$ cat config.mk
export PLATFORM = sky130hd
export DESIGN_NAME = pi1_rr_arbiter
export DESIGN_NICKNAME = d
export VERILOG_FILES = /design/src/rtl/pi1_rr_arbiter.sv
export SDC_FILE = /design/constraint.sdc
export NUM_CORES = 1
export LEC_CHECK = 0
export CORE_MARGIN = 2
export CORE_UTILIZATION = 25
export CTS_CLUSTER_SIZE = 8
export DETAILED_ROUTE_END_ITERATION = 8
export PLACE_DENSITY_LB_ADDON = 0.25
export SYNTH_ARGS = -nofsm -noshare
export SYNTH_HDL_FRONTEND = slang
export SYNTH_SLANG_ARGS = --single-unit
$ cat constraint.sdc
create_clock -name clk_i -period 5.2 [get_ports clk_i]
set_input_delay 0.78 -clock clk_i [delete_from_list [all_inputs] [get_ports clk_i]]
set_output_delay 0.78 -clock clk_i [all_outputs]
set_load 0.01 [all_outputs]
$ cat src/rtl/pi1_rr_arbiter.sv
// pi1_rr_arbiter: round-robin PI1 arbiter with a burst limit.
// Preempted ops wait in per-master park regs until regranted.
module pi1_rr_arbiter #(
  parameter  int ARCHBITSZ = 32,
  parameter  int MSTRCOUNT = 2,
  parameter  int MAXBURST  = 8,
  localparam int ADDRBITSZ = ARCHBITSZ - $clog2(ARCHBITSZ/8),
  localparam int SELBITSZ  = ARCHBITSZ / 8
) (
  input  logic                           clk_i,
  input  logic                           rst_i,
  input  logic [2*MSTRCOUNT-1:0]         m_op_i,
  input  logic [ADDRBITSZ*MSTRCOUNT-1:0] m_addr_i,
  input  logic [ARCHBITSZ*MSTRCOUNT-1:0] m_data_i,
  input  logic [SELBITSZ*MSTRCOUNT-1:0]  m_sel_i,
  output logic [ARCHBITSZ*MSTRCOUNT-1:0] m_data_o,
  output logic [MSTRCOUNT-1:0]           m_rdy_o,
  output logic [1:0]                     s_op_o,
  output logic [ADDRBITSZ-1:0]           s_addr_o,
  output logic [ARCHBITSZ-1:0]           s_data_o,
  output logic [SELBITSZ-1:0]            s_sel_o,
  input  logic [ARCHBITSZ-1:0]           s_data_i,
  input  logic                           s_rdy_i
);

  localparam int GW = $clog2(MSTRCOUNT);
  localparam int BW = $clog2(MAXBURST + 2);
  localparam logic [BW-1:0] BLIM =
    (MAXBURST > 0) ? BW'(MAXBURST - 1) : '0;
  localparam logic [1:0] OP_NOOP = 2'b00;

  logic [1:0]           op_a   [MSTRCOUNT];
  logic [ADDRBITSZ-1:0] addr_a [MSTRCOUNT];
  logic [ARCHBITSZ-1:0] data_a [MSTRCOUNT];
  logic [SELBITSZ-1:0]  sel_a  [MSTRCOUNT];

  logic [1:0]           park_op   [MSTRCOUNT];
  logic [ADDRBITSZ-1:0] park_addr [MSTRCOUNT];
  logic [ARCHBITSZ-1:0] park_data [MSTRCOUNT];
  logic [SELBITSZ-1:0]  park_sel  [MSTRCOUNT];
  logic [MSTRCOUNT-1:0] park_vld;

  logic [GW-1:0]        gnt;
  logic [BW-1:0]        burst_cnt;
  logic                 fresh;

  logic [MSTRCOUNT-1:0] req;
  logic [GW-1:0]        nxt;
  logic                 other;
  logic [1:0]           cur_op;
  logic                 lim_hit;
  logic                 is_park;
  logic                 is_idle;
  logic                 is_pre;
  logic                 is_fwd;

  for (genvar j = 0; j < MSTRCOUNT; j++) begin : g_port
    assign op_a[j]   = m_op_i[2*j +: 2];
    assign addr_a[j] = m_addr_i[ADDRBITSZ*j +: ADDRBITSZ];
    assign data_a[j] = m_data_i[ARCHBITSZ*j +: ARCHBITSZ];
    assign sel_a[j]  = m_sel_i[SELBITSZ*j +: SELBITSZ];
    assign req[j]    = (op_a[j] != OP_NOOP) || park_vld[j];
    assign m_data_o[ARCHBITSZ*j +: ARCHBITSZ] =
      m_rdy_o[j] ? s_data_i : '0;
  end

  assign cur_op  = op_a[gnt];
  assign lim_hit = (MAXBURST != 0) && (burst_cnt >= BLIM);
  assign is_park = fresh && park_vld[gnt];
  assign is_idle = !is_park && (cur_op == OP_NOOP);
  assign is_pre  = !is_park && (cur_op != OP_NOOP)
                && lim_hit && other;
  assign is_fwd  = !is_park && (cur_op != OP_NOOP)
                && !(lim_hit && other);

  // next requester after gnt, scanning with wrap-around
  always_comb begin
    logic [GW-1:0] ji;
    int idx;
    nxt   = gnt;
    other = 1'b0;
    idx   = 0;
    ji    = '0;
    for (int k = 1; k < MSTRCOUNT; k++) begin
      idx = int'(gnt) + k;
      if (idx >= MSTRCOUNT) idx = idx - MSTRCOUNT;
      ji = GW'(idx);
      if (!other && req[ji]) begin
        nxt   = ji;
        other = 1'b1;
      end
    end
  end

  // slave mux and ready steering, zero added latency
  always_comb begin
    m_rdy_o  = '0;
    s_op_o   = OP_NOOP;
    s_addr_o = addr_a[gnt];
    s_data_o = data_a[gnt];
    s_sel_o  = sel_a[gnt];
    if (!rst_i) begin
      unique case (1'b1)
        is_park: begin
          s_op_o   = park_op[gnt];
          s_addr_o = park_addr[gnt];
          s_data_o = park_data[gnt];
          s_sel_o  = park_sel[gnt];
        end
        is_idle, is_pre: begin
          m_rdy_o[gnt] = s_rdy_i;
        end
        is_fwd: begin
          s_op_o       = cur_op;
          m_rdy_o[gnt] = s_rdy_i;
        end
        default: ;
      endcase
    end
  end

  // grant, burst and park bookkeeping; frozen while slave stalls
  always_ff @(posedge clk_i or posedge rst_i) begin
    if (rst_i) begin
      gnt       <= '0;
      burst_cnt <= '0;
      fresh     <= 1'b0;
      park_vld  <= '0;
    end else if (s_rdy_i) begin
      unique case (1'b1)
        is_park: begin
          park_vld[gnt] <= 1'b0;
          fresh         <= 1'b0;
          burst_cnt     <= BW'(1);
        end
        is_idle: begin
          burst_cnt <= '0;
          fresh     <= other;
          if (other) gnt <= nxt;
        end
        is_pre: begin
          park_vld[gnt] <= 1'b1;
          gnt           <= nxt;
          burst_cnt     <= '0;
          fresh         <= 1'b1;
        end
        is_fwd: begin
          fresh <= 1'b0;
          if ((MAXBURST != 0) && (burst_cnt < BLIM))
            burst_cnt <= burst_cnt + BW'(1);
        end
        default: ;
      endcase
    end
  end

  // capture the preempted op; validity lives in park_vld
  always_ff @(posedge clk_i) begin
    if (s_rdy_i && is_pre && !rst_i) begin
      park_op[gnt]   <= cur_op;
      park_addr[gnt] <= addr_a[gnt];
      park_data[gnt] <= data_a[gnt];
      park_sel[gnt]  <= sel_a[gnt];
    end
  end

endmodule

==> results of run 1 <==
metal layers:
metal | GRT usage, % | up-vias | wire length (microns)
met5 | 0 | - | 0
li1 | - | 2830 | -
met4 | 5.05 | 0 | 376
met3 | 4.38 | 18 | 1890
met1 | 17.1 | 2882 | 9340
met2 | 24.9 | 253 | 11300
worst max-delay path, stage by stage (launching register included):
cell	delay (ps)
dfrtp_4	810
mux2_4	570
nand2_1	240
nor2_4	150
buf_4	430
a21oi_1	140
clkdlybuf4s50_1	540
state kept, by name, summed over array words and instances (netlist names), named ones only:
name and flops:
burst_cnt 4, fresh 1, gnt 1, park_addr 60, park_data 64, park_op 4, park_sel 8
metrics by stage:
step / instance area, sq um / setup WS [ps] / instances
final: 11600 / 1050 / 1272
after detailed placement: 10900 / 1310 / 1241
after floorplan: 7500 / 614 / 583
after global routing: 11600 / 790 / 1272
after CTS: 11600 / 1000 / 1271
after global placement: 10900 / 1310 / 1241
cells in the mapped netlist, types with 2 or more instances:
cell and instances:
a211oi_2 2, a21o_1 2, a21oi_1 67, a31oi_1 66
and2_1 64, buf_1 2, buf_2 14, buf_4 10
clkbuf_1 26, dfrtp_1 8, edfxtp_1 136, inv_1 2
mux2_2 68, mux2i_1 69, nand2_1 5, nand3_1 4
nor2_1 5, nor3_2 2, o21ai_0 5, o21ai_1 2
o22ai_1 3, o2bb2ai_1 2, o31ai_1 2
placed cells by master, fill, tap and decap left out, types with 2 or more instances in the layout:
master	netlist	final
mux2i_1	69	69
nand3_1	4	4
bufinv_16	0	4
nor2_1	5	4
o22ai_1	3	3
a21o_1	2	2
clkbuf_16	0	17
and2_1	64	64
o2bb2ai_1	2	2
a31oi_1	66	66
o21ai_0	5	5
a21oi_1	67	67
a211oi_2	2	2
o31ai_1	2	2
dfrtp_1	8	6
inv_6	0	4
clkinvlp_4	0	3
nand2_1	5	5
inv_1	2	2
edfxtp_1	136	136
nor3_4	0	2
clkdlybuf4s50_1	0	304
mux2_2	68	68
buf_4	10	15
o21ai_1	2	2
area by class of cell:
type,instances,share of cell area [%]
flip-flops and latches,144,37.1
repair buffers,320,27.5
multi-input cells,384,25.8
well taps,390,4.22
clock buffers,17,3.68
clock inverters,13,1.61
inverters,3,0.0974
diodes,1,0.0217
kinds of logic (layout without fill, tap and decap cells):
kind of cell | after synthesis | after routing | synth area share [%]
buffers and inverters | 55 | 353 | 3.48
other | 0 | 1 | 0
muxes | 138 | 138 | 19.6
AOI/OAI and AO/OA | 157 | 157 | 12.4
and+or+nand+nor | 88 | 88 | 7.27
adders and majority gates | 1 | 1 | 0.167
DFF | 144 | 144 | 57.1
power by group through the flow:
stage,clock (mW),combinational (mW),sequential [mW]
2_1_floorplan,0,1.41,1.47
3_3_place_gp,0,2.28,1.59
3_5_place_dp,0,2.28,1.59
4_1_cts,1.32,2.28,1.56
5_1_grt,1.37,2.43,1.58
6_report,1.30,2.24,1.56
worst paths after layout:
path / end / from
max: s_data_o[4] / gnt$_DFFE_PP0P_
min: burst_cnt[1]$_DFFE_PP0P_ / burst_cnt[1]$_DFFE_PP0P_
max reg2reg: park_data[1][5]$_DFFE_PP_ / gnt$_DFFE_PP0P_
min reg2reg: burst_cnt[1]$_DFFE_PP0P_ / burst_cnt[1]$_DFFE_PP0P_
max in group asynchronous: gnt$_DFFE_PP0P_ / rst_i
min in group asynchronous: asynchronous set/reset pin / rst_i
==> results by group, run 1 <==
Clocking
  – CTS tree: done
  – Clock Path Buffers: 2
  – Num CTS Buffers: 17
  – Post_cts resized: 0
  – H-tree levels: 4
  – Clock Latency Late Sink: 420 ps
  – Clk slew on worst S/H paths: roughly 60 ps
  – CTS Hold Bufs: 0
  – CTS root buffer: clkbuf_16
  – Clock Sinks: 144
  – Setup bufs post-CTS: 0

Critical path
  – Worst setup EP type: output pin
  – CP Max Fanout: 42
  – Setup CP Type: flip-flop to output pin
  – Req. time, crit path: approximately 4400 ps
  – R2r setup slk: 1940 ps
  – Worst Path Arrival: 3370 ps
  – Startpoint types: flip-flop
  – Reg2reg path depth: 5

Layout
  – FF/Latch Area: 0.00429 sq mm
  – Core Util, Final: between 30 and 40%
  – Multi-input logic area: 0.00298 sq mm
  – Fill cells: between 2000 and 3000
  – Nets@finish: 1042
  – Layout cells sized above 1: 14.2%
  – P&R area growth vs syn: 54.0%

Drt
  – First drt pass iteration count: 6
  – Via count: 5983
  – Post-DR wirelength/cell: 18.0 microns
  – Final ANT Viol Nets: 0
  – DRC viols: 0
  – Iter 0 DRT Violations: 284
  – Vias per cell: 4.70
  – Total routed wirelength: approximately 23 mm

Placed design
  – Post-DP HPWL: about 16 mm
  – GP Congestion: 0.751
  – PortBufs: 304

Synthesis
  – #FFs+latches synth: between 100 and 150
  – Cell Area, Synth: 0.00750 sq mm
  – Area contributors post-synth: edfxtp_1, mux2_2, mux2i_1
  – Synth top area share: 54.4%
  – Async set-reset flop share out of synthesis: 5.56%
  – Avg Inst Size Synth: 12.9 sq um
  – Mapped Cells: just under 600
  – Ys Warns: 0
  – Synth cell types: 40
  – Post-synth EDFFs: approximately 140
  – Net Count, Synth: 755
  – Main synth FF type: edfxtp_1
  – Post-synth top area cell: edfxtp_1
  – Seq/Total Area, Yosys: roughly 57%

Global routing
  – Vias in the first global route: around 6300
  – Global Route Usage Sum: 14.5%
  – Global route total overflow: 0
  – Initial antenna violation count: 1
  – Pin count of the biggest net entering global routing: 52
  – Global-route wire length before repair: approximately 35 mm

Floorplan
  – Starting Density: 25.3%
  – Row count: 63
  – Die Height: 177 microns
  – Die width: about 180 microns
  – Core ar.: roughly 0.030 sq mm
  – # IOs: 305
  – Full die area: 0.0314 sq mm

Power and ir drop
  – Comb power frac: between 40% and 50%
  – Pint: 3.35 mW
  – Total power: 5.10 mW
  – Clock power share: 25.4%
  – PwrDens: 441 mW/mm^2
  – Switching share of power: 34.3%
  – VDD IR max: between 0.0002 and 0.0003 V
  – Sequential power share: 30.6%
  – Leak Pwr: 4.07 nW
  – P_sw: 1.75 mW

Timing
  – Worst-margin pin slew: 813 ps
  – Hold_ws: 519 ps
  – Final worst path period share: roughly four fifths
  – Final TNS setup: 0 ps
  – Rel. slew slack: 45.8%
  – Final slew viol count: 0
  – Hold Violations, Final: 0
  – Final setup fails: 0
  – Fin Clk Skew: 9.13 ps
  – Fmax: 0.241 GHz
  – Min cycle time layout: between 4000 and 5000 ps
  – RSZ-0062 raised after global routing: false

Worst hold path
  – Hold depth: 1
  – Worst hold path class: flip-flop to flip-flop

Run
  – Max-cap violations: 0

Status
  – Status: finished clean
(Power assumes the default switching activity.)
==> run 2, diff against run 1 <==
==> constraint.sdc (replaced) <==
create_clock -name clk_i -period 3.7 [get_ports clk_i]
set_input_delay 0.555 -clock clk_i [delete_from_list [all_inputs] [get_ports clk_i]]
set_output_delay 0.555 -clock clk_i [all_outputs]
set_load 0.01 [all_outputs]
==> results by group, run 2 (synthesis results as in run 1) <==
Layout
  – Layout cells sized above 1: 14.6% (+0.39 points)
  – P&R area growth vs syn: 54.9%
  – Multi-input logic area: 0.00298 sq mm (unchanged)
  – Biggest regs: park_data (64), park_addr (60), park_sel (8)
  – Layout Cells excl Fill: 1275 (+0.24%)
  – Fill cells: 2929 (+1.4%)
  – Leading cell type in the layout, fill and taps excluded: clkdlybuf4s50_1
  – FF/Latch Area: 0.00429 sq mm (unchanged)
  – Antenna cells: 0 (-1)
  – Most frequent cells in the layout: clkdlybuf4s50_1, edfxtp_1, mux2i_1
  – Nets@finish: 1044 (+0.19%)
  – Max reg flops: 64 (unchanged)
  – Largest Register: park_data

Global routing
  – Global route total overflow: 0 (unchanged)
  – Pin count of the biggest net entering global routing: 82 (+58%)
  – Global Route Usage Sum: 14.0% (-0.52 points)
  – Global-route wire length before repair: 33.7 mm (-3.4%)
  – Vias in the first global route: 6146 (-2.1%)
  – Initial antenna violation count: 0 (-1)

Critical path
  – Worst setup EP type: output pin
  – Crit-path slowest cell: dfrtp_4
  – Req. time, crit path: 3140 ps (-1280 ps)
  – CP max stage delay: 590 ps (-220 ps)
  – Startpoint types: flip-flop
  – Setup CP Type: flip-flop to output pin
  – Worst Path Arrival: 2870 ps (-500 ps)
  – Reg2reg path depth: 5 (unchanged)
  – CP Max Fanout: 37 (-12%)
  – Crit-path cells: mux2_4 > nand2_1 > nor2_4 > buf_4 > a21oi_1 > clkdlybuf4s50_1

Clocking
  – Setup bufs post-CTS: 0 (unchanged)
  – Clk slew on worst S/H paths: 60 ps (about the same)
  – Post_cts resized: 0 (unchanged)
  – CTS Hold Bufs: 0 (unchanged)
  – CTS tree: done
  – CTS root buffer: clkbuf_16
  – Clock Latency Late Sink: 410 ps (about the same)
  – Clock Sinks: 144 (unchanged)
  – H-tree levels: 4 (unchanged)
  – Clock Path Buffers: 2 (unchanged)
  – Num CTS Buffers: 17 (unchanged)

Power and ir drop
  – PwrDens: 615 mW/mm^2 (+39%)
  – VDD IR max: 0.000381 V (+52%)
  – Leak Pwr: 4.10 nW (+0.78%)

Timing
  – Rel. slew slack: 47.8% (+2.0 points)
  – Fmax: 0.292 GHz
  – Final setup fails: 0 (unchanged)
  – Final worst path period share: 92.6%
  – RSZ-0062 raised after global routing: false
  – Min cycle time layout: around 3400 ps
  – Final TNS setup: 0 ps (unchanged)
  – Post-route setup slack: 275 ps (-780 ps)
  – Fin Clk Skew: 10.6 ps (+1.44 ps)
  – Hold Violations, Final: 0 (unchanged)
  – Worst-margin pin slew: 783 ps (-29.6 ps)
  – Final slew viol count: 0 (unchanged)

Floorplan
  – Core ar.: 0.0296 sq mm (unchanged)
  – Starting Density: 25.3% (unchanged)
  – Row count: 63 (unchanged)
  – Full die area: 0.0314 sq mm (unchanged)
  – Die width: 177 microns (unchanged)
  – # IOs: 305 (unchanged)
  – Die Height: 177 microns (unchanged)

Drt
  – First drt pass iteration count: 4 (-2)
  – Post-DR wirelength/cell: 17.5 microns (-3.0%)
  – Final ANT Viol Nets: 0 (unchanged)
  – DRC viols: 0 (unchanged)
  – Vias per cell: 4.62 (-1.7%)
  – Iter 0 DRT Violations: 223 (-21%)
  – Total routed wirelength: 22.3 mm (-2.8%)
  – Via count: 5894 (-1.5%)

Run
  – Max-cap violations: 0 (unchanged)

Worst hold path
  – Worst hold path class: input pin to asynchronous set/reset pin

Placed design
  – Post-DP HPWL: 14.9 mm (-4.1%)
  – GP Congestion: 0.784 (+4.4%)
  – PortBufs: 304 (unchanged)
  – Placed cell count: 1243 (+0.16%)
  – Worst slack at placement: 536 ps (-772 ps)

Status
  – Status: finished clean
==> run 2: cell types whose count changed in the layout (fill, tap and decap cells not counted), sizes merged <==
cell,previous run,this run
clkinv,2,7
buf,16,18
clkinvlp,3,1
bufinv,4,3
clkbuf,17,18
diode,1,0
inv,7,6
==> run 2: layer usage <==
metal	GRT usage, %	wire length [microns]	share of wire (%)
met3	4.30	1700	7.6
met2	24.9	11200	50
met1	16.1	9070	41
met5	0	0	0
met4	3.93	290	1.3
==> run 2: final timing paths <==
path / startpoint / endpoint / slack (ps)
worst min register to register: burst_cnt[1]$_DFFE_PP0P_ / burst_cnt[1]$_DFFE_PP0P_ / 560
worst max register to register: gnt$_DFFE_PP0P_ / park_addr[1][13]$_DFFE_PP_ / 970
worst min-delay path: rst_i / asynchronous set/reset pin / 490
worst max-delay path: gnt$_DFFE_PP0P_ / s_data_o[16] / 270
min in group clk_i: burst_cnt[1]$_DFFE_PP0P_ / burst_cnt[1]$_DFFE_PP0P_ / 560
max in group asynchronous: rst_i / burst_cnt[2]$_DFFE_PP0P_ / 2690
==> run 2: layout make-up <==
class,count,share of cell area (%)
Timing Repair Buffer,322,27.9
Clock buffer,18,3.69
Multi-Input combinational cell,384,25.6
Inverter,3,0.0969
Clock inverter,14,1.58
Sequential cell,144,36.9
Tap cell,390,4.20
==> run 2: through the flow <==
stage          total power [mW]  area [sq um]  utilization [%]  hold WS [ps]
6_report                   7.15         11600             39.2           494
4_1_cts                    7.27         11600             39.2           475
2_1_floorplan              4.06          7520                -           474
5_1_grt                    7.54         11600             39.2           486
3_5_place_dp               5.46         11000             37.1           538
3_3_place_gp               5.46         11000             37.1           534
==> run 2: worst max-delay path, delay by kind of cell (launching register included) <==
kind            cells  cell delay [ps]
compound gates      1              140
flops               1              590
simple gates        2              350
mux                 1              430
buf+inv             2              930
==> run 2: power by group <==
part           switching (mW)  internal [mW]  leakage, nW
Clock                   0.693           1.07        0.297
Combinational            1.69           1.60         2.48
Sequential             0.0787           2.01         1.32
